`config.mk`:
```
export PLATFORM = sky130hd
export DESIGN_NAME = demux32_1to2_fifo_flat
export DESIGN_NICKNAME = d
export VERILOG_FILES = /design/src/rtl/demux32_1to2_fifo_pkg.sv /design/src/rtl/demux32_1to2_fifo_if.sv /design/src/rtl/demux32_1to2_fifo_sync_fifo_1w1r.sv /design/src/rtl/demux32_1to2_fifo.sv /design/src/flat_wrapper.sv
export SDC_FILE = /design/constraint.sdc
export NUM_CORES = 1
export LEC_CHECK = 0
export CAP_MARGIN = 20
export CORE_ASPECT_RATIO = 2
export CORE_UTILIZATION = 44
export DETAILED_ROUTE_END_ITERATION = 16
export DONT_BUFFER_PORTS = 1
export PLACE_DENSITY_LB_ADDON = 0.2
export SETUP_SLACK_MARGIN = 0.2
export SYNTH_ARGS = -nofsm -noshare
export SYNTH_HDL_FRONTEND = slang
export SYNTH_HIERARCHICAL = 1
export SYNTH_SLANG_ARGS = --single-unit
```
`constraint.sdc`:
```
create_clock -name clk -period 4.6 [get_ports clk]
set_input_delay 1.38 -clock clk [delete_from_list [all_inputs] [get_ports clk]]
set_output_delay 1.38 -clock clk [all_outputs]
set_load 0.01 [all_outputs]
```
`src/rtl/demux32_1to2_fifo_pkg.sv`:
```
// Shared constants for the 1-to-2 word demultiplexer: channel encodings
// and the default datapath geometry.
package demux_pkg;

    // Instruction-register return channel
    localparam logic CH0 = 1'b0;
    // Memory-data-register return channel
    localparam logic CH1 = 1'b1;

    localparam int DEFAULT_WIDTH = 32;
    localparam int DEFAULT_DEPTH = 2;

    // Occupancy counter width: must represent 0..depth inclusive
    function automatic int count_width(input int depth);
        return $clog2(depth) + 1;
    endfunction

endpackage

```
`src/rtl/demux32_1to2_fifo_if.sv`:
```
// Bundle of the routed input stream and both drained output channels.
// The slave modport is the demux itself; master is the source plus both
// consumers.
interface demux32_1to2_fifo_if
    import demux_pkg::*;
#(
    parameter int WIDTH = DEFAULT_WIDTH,
    parameter int DEPTH = DEFAULT_DEPTH
);
    localparam int CW = count_width(DEPTH);

    logic [WIDTH-1:0] in_data;
    logic             in_sel;
    logic             in_valid;
    logic             in_ready;

    logic [WIDTH-1:0] out0_data;
    logic             out0_valid;
    logic             out0_ready;
    logic [CW-1:0]    out0_count;

    logic [WIDTH-1:0] out1_data;
    logic             out1_valid;
    logic             out1_ready;
    logic [CW-1:0]    out1_count;

    modport slave (
        input  in_data, in_sel, in_valid, out0_ready, out1_ready,
        output in_ready,
        output out0_data, out0_valid, out0_count,
        output out1_data, out1_valid, out1_count
    );

    modport master (
        output in_data, in_sel, in_valid, out0_ready, out1_ready,
        input  in_ready,
        input  out0_data, out0_valid, out0_count,
        input  out1_data, out1_valid, out1_count
    );

endinterface

```
`src/rtl/demux32_1to2_fifo_sync_fifo_1w1r.sv`:
```
// Single-clock FIFO, one write and one read port. Push is ignored when
// full and pop when empty, so callers may present raw requests. Full is
// judged on registered occupancy only; a pop in the same cycle does not
// open a slot for a simultaneous push. Head word is read combinationally
// from registered storage, so there is no fall-through on an empty queue.
module sync_fifo_1w1r
    import demux_pkg::*;
#(
    parameter int WIDTH = DEFAULT_WIDTH,
    parameter int DEPTH = DEFAULT_DEPTH
) (
    input  logic                         clk,
    input  logic                         reset,
    input  logic                         push,
    input  logic [WIDTH-1:0]             wdata,
    input  logic                         pop,
    output logic [WIDTH-1:0]             rdata,
    output logic                         full,
    output logic                         empty,
    output logic [count_width(DEPTH)-1:0] count
);
    localparam int AW = $clog2(DEPTH);
    localparam int CW = count_width(DEPTH);

    logic [WIDTH-1:0] mem [DEPTH];
    logic [AW-1:0]    wr_ptr;
    logic [AW-1:0]    rd_ptr;
    logic [CW-1:0]    cnt;
    logic             do_push;
    logic             do_pop;

    assign full    = (cnt == CW'(DEPTH));
    assign empty   = (cnt == '0);
    assign do_push = push & ~full;
    assign do_pop  = pop & ~empty;
    assign rdata   = mem[rd_ptr];
    assign count   = cnt;

    // Storage, pointers and occupancy; reset clears storage so the idle head reads zero
    always_ff @(posedge clk) begin
        if (reset) begin
            for (int i = 0; i < DEPTH; i++) begin
                mem[i] <= '0;
            end
            wr_ptr <= '0;
            rd_ptr <= '0;
            cnt    <= '0;
        end else begin
            if (do_push) begin
                mem[wr_ptr] <= wdata;
                wr_ptr      <= wr_ptr + 1'b1;
            end
            if (do_pop) begin
                rd_ptr <= rd_ptr + 1'b1;
            end
            case ({do_push, do_pop})
                2'b10:   cnt <= cnt + 1'b1;
                2'b01:   cnt <= cnt - 1'b1;
                default: cnt <= cnt;
            endcase
        end
    end

endmodule

```
`src/rtl/demux32_1to2_fifo.sv`:
```
// Buffered 1-to-2 word demultiplexer. Splits the shared memory read-return
// stream into the instruction-register channel (CH0) and the memory-data
// channel (CH1), each behind its own queue so a stalled consumer on one
// side never blocks or reorders the other. in_ready depends only on in_sel
// and registered fullness, never on the output readies.
module demux32_1to2_fifo
    import demux_pkg::*;
#(
    parameter int WIDTH = DEFAULT_WIDTH,
    parameter int DEPTH = DEFAULT_DEPTH
) (
    input  logic                   clk,
    input  logic                   reset,
    demux32_1to2_fifo_if.slave     bus
);
    logic full0;
    logic full1;
    logic empty0;
    logic empty1;
    logic push0;
    logic push1;

    // Select decode: a request is steered to exactly one queue; each queue
    // drops it by itself when full, which matches the in_ready mux below.
    assign push0 = bus.in_valid & (bus.in_sel == CH0);
    assign push1 = bus.in_valid & (bus.in_sel == CH1);

    assign bus.in_ready   = (bus.in_sel == CH0) ? ~full0 : ~full1;
    assign bus.out0_valid = ~empty0;
    assign bus.out1_valid = ~empty1;

    sync_fifo_1w1r #(
        .WIDTH (WIDTH),
        .DEPTH (DEPTH)
    ) u_fifo0 (
        .clk   (clk),
        .reset (reset),
        .push  (push0),
        .wdata (bus.in_data),
        .pop   (bus.out0_ready),
        .rdata (bus.out0_data),
        .full  (full0),
        .empty (empty0),
        .count (bus.out0_count)
    );

    sync_fifo_1w1r #(
        .WIDTH (WIDTH),
        .DEPTH (DEPTH)
    ) u_fifo1 (
        .clk   (clk),
        .reset (reset),
        .push  (push1),
        .wdata (bus.in_data),
        .pop   (bus.out1_ready),
        .rdata (bus.out1_data),
        .full  (full1),
        .empty (empty1),
        .count (bus.out1_count)
    );

endmodule

```
`src/flat_wrapper.sv`:
```
// flat-port wrapper written by rule: the top's interface ports become plain ports
module demux32_1to2_fifo_flat import demux_pkg::*;
#(
    parameter int WIDTH = DEFAULT_WIDTH,
    parameter int DEPTH = DEFAULT_DEPTH
)
  (clk, reset, bus_in_data, bus_in_sel, bus_in_valid, bus_out0_ready, bus_out1_ready, bus_in_ready, bus_out0_data, bus_out0_valid, bus_out0_count, bus_out1_data, bus_out1_valid, bus_out1_count);
  demux32_1to2_fifo_if #(.WIDTH(WIDTH), .DEPTH(DEPTH)) bus_i ();
  input  logic clk;
  input  logic reset;
  input wire logic [$bits(bus_i.in_data)-1:0] bus_in_data;
  input wire logic [$bits(bus_i.in_sel)-1:0] bus_in_sel;
  input wire logic [$bits(bus_i.in_valid)-1:0] bus_in_valid;
  input wire logic [$bits(bus_i.out0_ready)-1:0] bus_out0_ready;
  input wire logic [$bits(bus_i.out1_ready)-1:0] bus_out1_ready;
  output wire logic [$bits(bus_i.in_ready)-1:0] bus_in_ready;
  output wire logic [$bits(bus_i.out0_data)-1:0] bus_out0_data;
  output wire logic [$bits(bus_i.out0_valid)-1:0] bus_out0_valid;
  output wire logic [$bits(bus_i.out0_count)-1:0] bus_out0_count;
  output wire logic [$bits(bus_i.out1_data)-1:0] bus_out1_data;
  output wire logic [$bits(bus_i.out1_valid)-1:0] bus_out1_valid;
  output wire logic [$bits(bus_i.out1_count)-1:0] bus_out1_count;
  assign bus_i.in_data = bus_in_data;
  assign bus_i.in_sel = bus_in_sel;
  assign bus_i.in_valid = bus_in_valid;
  assign bus_i.out0_ready = bus_out0_ready;
  assign bus_i.out1_ready = bus_out1_ready;
  assign bus_in_ready = bus_i.in_ready;
  assign bus_out0_data = bus_i.out0_data;
  assign bus_out0_valid = bus_i.out0_valid;
  assign bus_out0_count = bus_i.out0_count;
  assign bus_out1_data = bus_i.out1_data;
  assign bus_out1_valid = bus_i.out1_valid;
  assign bus_out1_count = bus_i.out1_count;
  demux32_1to2_fifo #(.WIDTH(WIDTH), .DEPTH(DEPTH)) u_core (.clk(clk), .reset(reset), .bus(bus_i));
endmodule
```
* Word-level counts from Yosys, hierarchy flattened
Memories as Yosys holds them, arrays and structs flattened. A register that Yosys moved wholly into a read port is not among the register bits. Cells that the tools add are included.
Cells by class: equal/unequal tests 6, $add $sub $neg 8, bitwise logic cells 11, multiplexer cells 21, reduce and logical (&&, ||, !) cells 6
Operator list (count):
- 2-to-1 mux 32 bit | 2
- OR reduction 32 bit | 2
- 2-to-1 mux 1 bit | 17
- equality test 2 bit (second input constant) | 4
- one-hot mux 2 bit (2 select lines) | 2
- AND 1 bit | 6
- inverter 1 bit | 5
- adder 1 bit (second input constant) | 4
- adder 2 x 1 -> 2 bit (second input constant) | 2
- equality test 2 x 1 -> 1 bit (second input constant) | 2
- logical NOT 2 bit | 2
- nonzero test 2 bit | 2
- subtractor 2 x 1 -> 2 bit (second input constant) | 2
Storage, ports and cells: memories 2, word-level logic and storage cells 60, flip-flop bits (word level) 8, output and inout bits 71, memory bits (writable) 128, input port bits 38
Memories:
- u_core.u_fifo0.mem | depth 2, width 32, read ports 1, clocked after Yosys merged registers in 1, wr ports 2, RTL line demux32_1to2_fifo_sync_fifo_1w1r.sv:25 | logic [WIDTH-1:0] mem [DEPTH];
- u_core.u_fifo1.mem | depth 2, width 32, read ports 1, clocked after Yosys merged registers in 1, wr ports 2, RTL line demux32_1to2_fifo_sync_fifo_1w1r.sv:25

* Logic depth before layout (Yosys ltp)
depth after elaboration 8, gate-level depth with buffers 6, mapped depth without buffers 6

* By module
Netlist, hierarchy kept.
Modules (own cells, without submodules):
- sync_fifo_1w1r | sequential area each 2021.9 um^2, times used 2, cells each 234, area an instance 3046.7 um^2
- demux32_1to2_fifo | sequential area each 0.0 um^2, times used 1, cells each 5, area an instance 31.3 um^2

* Worst setup path before layout
No wires, ideal clock.
kind input to register, from input bus_in_valid, to memory u_core/u_fifo0/mem[0][0] in the netlist's numbering (enable), arrival time 2.861 ns, cell stages on the path 5, path buffers 1, path slack 1.345 ns, cells stage by stage nor2b_1 -> inv_1 -> or3_1 -> buf_6 -> nand2b_1
RTL lines:
- from (decl) | RTL line flat_wrapper.sv:13 | input wire logic [$bits(bus_i.in_valid)-1:0] bus_in_valid;
- to (decl) | RTL line demux32_1to2_fifo_sync_fifo_1w1r.sv:25

* Worst setup path after layout
from input bus_in_sel, to output bus_in_ready
Between the ends: longest elaborated chain between the ends 1
RTL lines:
- from (decl) | RTL line flat_wrapper.sv:12 | input wire logic [$bits(bus_i.in_sel)-1:0] bus_in_sel;
- 2-to-1 mux 1 bit | RTL line demux32_1to2_fifo.sv:28 | assign bus.in_ready = (bus.in_sel == CH0) ? ~full0 : ~full1;
- to (decl) | RTL line flat_wrapper.sv:16 | output wire logic [$bits(bus_i.in_ready)-1:0] bus_in_ready;
Every way passes these cells.

==> summary.txt <==
Worst setup path
  – CP max stage delay: between 0.2 and 0.3 ns
  – Critical Path Start: bus_in_sel
  – Setup CP Type: in -> out
  – Critical Path AT: 1.65 ns
  – Crit-path leading delay family: multiplexers
  – Worst Path Required: 3.22 ns
  – Critical R2R Launch: u_core/u_fifo1/count[0]$_SDFFE_PP0P_
  – CP Cell Sequence: mux2i_1
  – Worst Path Buf+Inv: 0
  – Crit Path Max Fanout: 3
  – Critical Path End Type: primary output
  – Crit path max-delay cell type: mux2i_1
  – Critical Path Start Type: input pin

STA
  – Clk_skew: 0.00423 ns
  – Setup TNS: 0 ns
  – Unrepaired setup endpoints after global routing: no
  – Setup ws final: 1.57 ns
  – Slew HR: between 60% and 70%
  – Minimum clock period: slightly above 3 ns
  – Fmax: 330 MHz
  – Tcrit/Tclk final: 65.8%
  – WHS: 0.486 ns
  – Worst slew pin tran: 0.522 ns
  – Fin. max-slew vios: 0
  – Final setup fails: 0
  – Final Hold Viols: 0

Clock network
  – Sink Count: 138
  – H-tree depth: 4
  – Clk buf depth: 2
  – Post-cts resize count: 0
  – # hold bufs at CTS: 0
  – CTS root buf: clkbuf_16
  – Clock Latency Late Sink: 0.41 ns
  – # Post-CTS Setup Buffers: 0
  – CTS tree: built
  – Clock slew at reported path FFs: 0.06 ns
  – CTS buffer count: 17

Drt
  – Routed wire length per instance: 21.0 um
  – Number of DRC markers in iteration 0: 265
  – Post-Route WL: 13500 um
  – Antenna viol nets, final: 0
  – # DRC: 0
  – DR vias: 3464
  – Via/cell ratio: 5.40
  – Initial DRT Pass Iterations: 5

GRT
  – Pin count of the biggest net entering global routing: 79
  – Met2 GRT Util: a little under two fifths
  – Grt total ovfl: 0
  – First-pass GRT wire length: 19800 um
  – Met1 GRT Util: between 15 and 20%
  – Antenna violations before repair: 0
  – Vias in the first global route: 3640
  – GRT busiest layer: met2
  – GR Util All Layers: 19.4%
  – Met3 Track Usage GR: 7.36%

Die
  – Rows: 60
  – Core area: roughly 14000 um2
  – Die Area: 14400 um2
  – Die X: 85.4 um
  – Height of the die: approximately 170 um
  – I/O pins: 109
  – Initial Util: between 40% and 50%

Placed design
  – Place WS: between 1 and 1.5 ns
  – Count of input and output buffers: 0
  – Final HPWL DP: 9140 um
  – Gpl congestion: 0.731

Pwr
  – Pwr Density: 540 nW/um2
  – Worst-case vdd ir drop: about 0.00035 V
  – Total power draw: 3.71 mW
  – Leakage: ~2.5 nW

Synthesis
  – Dominant cell type by area after synthesis: edfxtp_1
  – Yosys top cell area share: 62.8%
  – Post-synth ARST share: 0%
  – Number of synthesized flops with an enable pin: 128
  – Synth Instances: 473
  – Post-synthesis net count: between 500 and 600
  – Synthesis-stage register bit count: 138
  – Post-synth cell types: 24
  – Synthesized area per cell: 12.9 um2
  – Synth warn: 6
  – Mapped Area: 6120 um2
  – Main synth FF type: edfxtp_1
  – Largest cells by area after synthesis: edfxtp_1 (63%), mux2_2 (12%), nor2_1 (8.2%)
  – Post-synthesis sequential area ratio: 66.0%

Final layout
  – # fillers: 1196
  – Fin nets: 513
  – Ant diodes: 0
  – Share of cells above drive strength 1: around 23%
  – Fin util: 50.8%
  – P&R area growth vs syn: 12.2%

Min path
  – Hold path start: u_core/u_fifo0/wr_ptr$_SDFFE_PP0P_
  – Hold Crit Class: reg -> reg

Flow run
  – Max-Cap Viols: 0

Status
  – Status: finished clean
## cell usage after synthesis, types with 6 or more instances
cell / count
nor2_1: 134
edfxtp_1: 128
nand2b_1: 68
mux2_2: 64
clkbuf_1: 16
dfxtp_1: 10
buf_6: 8
buf_2: 6
## per-layer routing
layer | wire (um) | share of wire, %
met1 | 4200 | 31
met2 | 7660 | 57
met3 | 1170 | 8.7
met4 | 461 | 3.4
met5 | 0 | 0
## state kept, by name (all words and copies together) (netlist names), named ones only
register / cells
u_core/u_fifo1/mem: 64
u_core/u_fifo0/count: 2
u_core/u_fifo1/wr_ptr: 1
u_core/u_fifo0/wr_ptr: 1
u_core/u_fifo0/mem: 64
u_core/u_fifo1/count: 2
u_core/u_fifo0/rd_ptr: 1
u_core/u_fifo1/rd_ptr: 1
## cells by family (layout without fill, tap and decap cells)
| family | Yosys count | in the layout | synth area share (%) |
|---|---|---|---|
| simple gates | 216 | 216 | 16.6 |
| flops | 138 | 138 | 66.0 |
| mux | 65 | 65 | 11.9 |
| buf+inv | 36 | 49 | 3.31 |
| compound gates | 10 | 10 | 0.899 |
| xor+xnor | 6 | 6 | 0.858 |
| fa+ha+maj | 2 | 2 | 0.409 |
## worst paths after layout
path	endpoint	slack, ns	cells past startpoint
worst max-delay path	bus_in_ready	1.57	1
worst min-delay path	u_core/u_fifo0/wr_ptr$_SDFFE_PP0P_	0.49	2
worst max register to register	u_core/u_fifo1/mem[1][19]$_SDFFCE_PN0P_	2.40	5
worst min register to register	u_core/u_fifo0/wr_ptr$_SDFFE_PP0P_	0.49	2
## report_power, final
group / internal [mW] / leakage [nW] / switching (mW)
sequential: 1.50 / 1.42 / 0.0600
clock: 0.967 / 0.313 / 0.514
combinational: 0.269 / 0.754 / 0.397
total: 2.74 / 2.49 / 0.970
## stage by stage
step                      cell area, um2  cells
after floorplan                     6120    473
after global placement              6220    609
after detailed placement            6220    609
after CTS                           6870    641
after global routing                6870    641
final                               6870    641
## layout make-up
cell class	count	area (um2)	area share [%]
Inverter	6	22.5	0.328
Timing Repair Buffer	11	82.6	1.20
Tap cell	155	194	2.82
Multi-Input combinational cell	299	1880	27.3
Clock buffer	18	429	6.25
Clock inverter	14	219	3.19
Sequential cell	138	4040	58.9
## cell usage in the layout (no fill, tap or decap), types with 3 or more instances in the layout
cell type,instances
inv_6,3
nand2b_1,68
clkinv_4,3
xnor2_1,4
buf_4,11
bufinv_16,5
o21ai_0,4
or3_1,4
a21oi_1,4
dfxtp_1,10
edfxtp_1,128
nor2_1,134
mux2_2,64
inv_1,4
clkbuf_16,17
No activity file was read; power rests on OpenSTA's default activity.
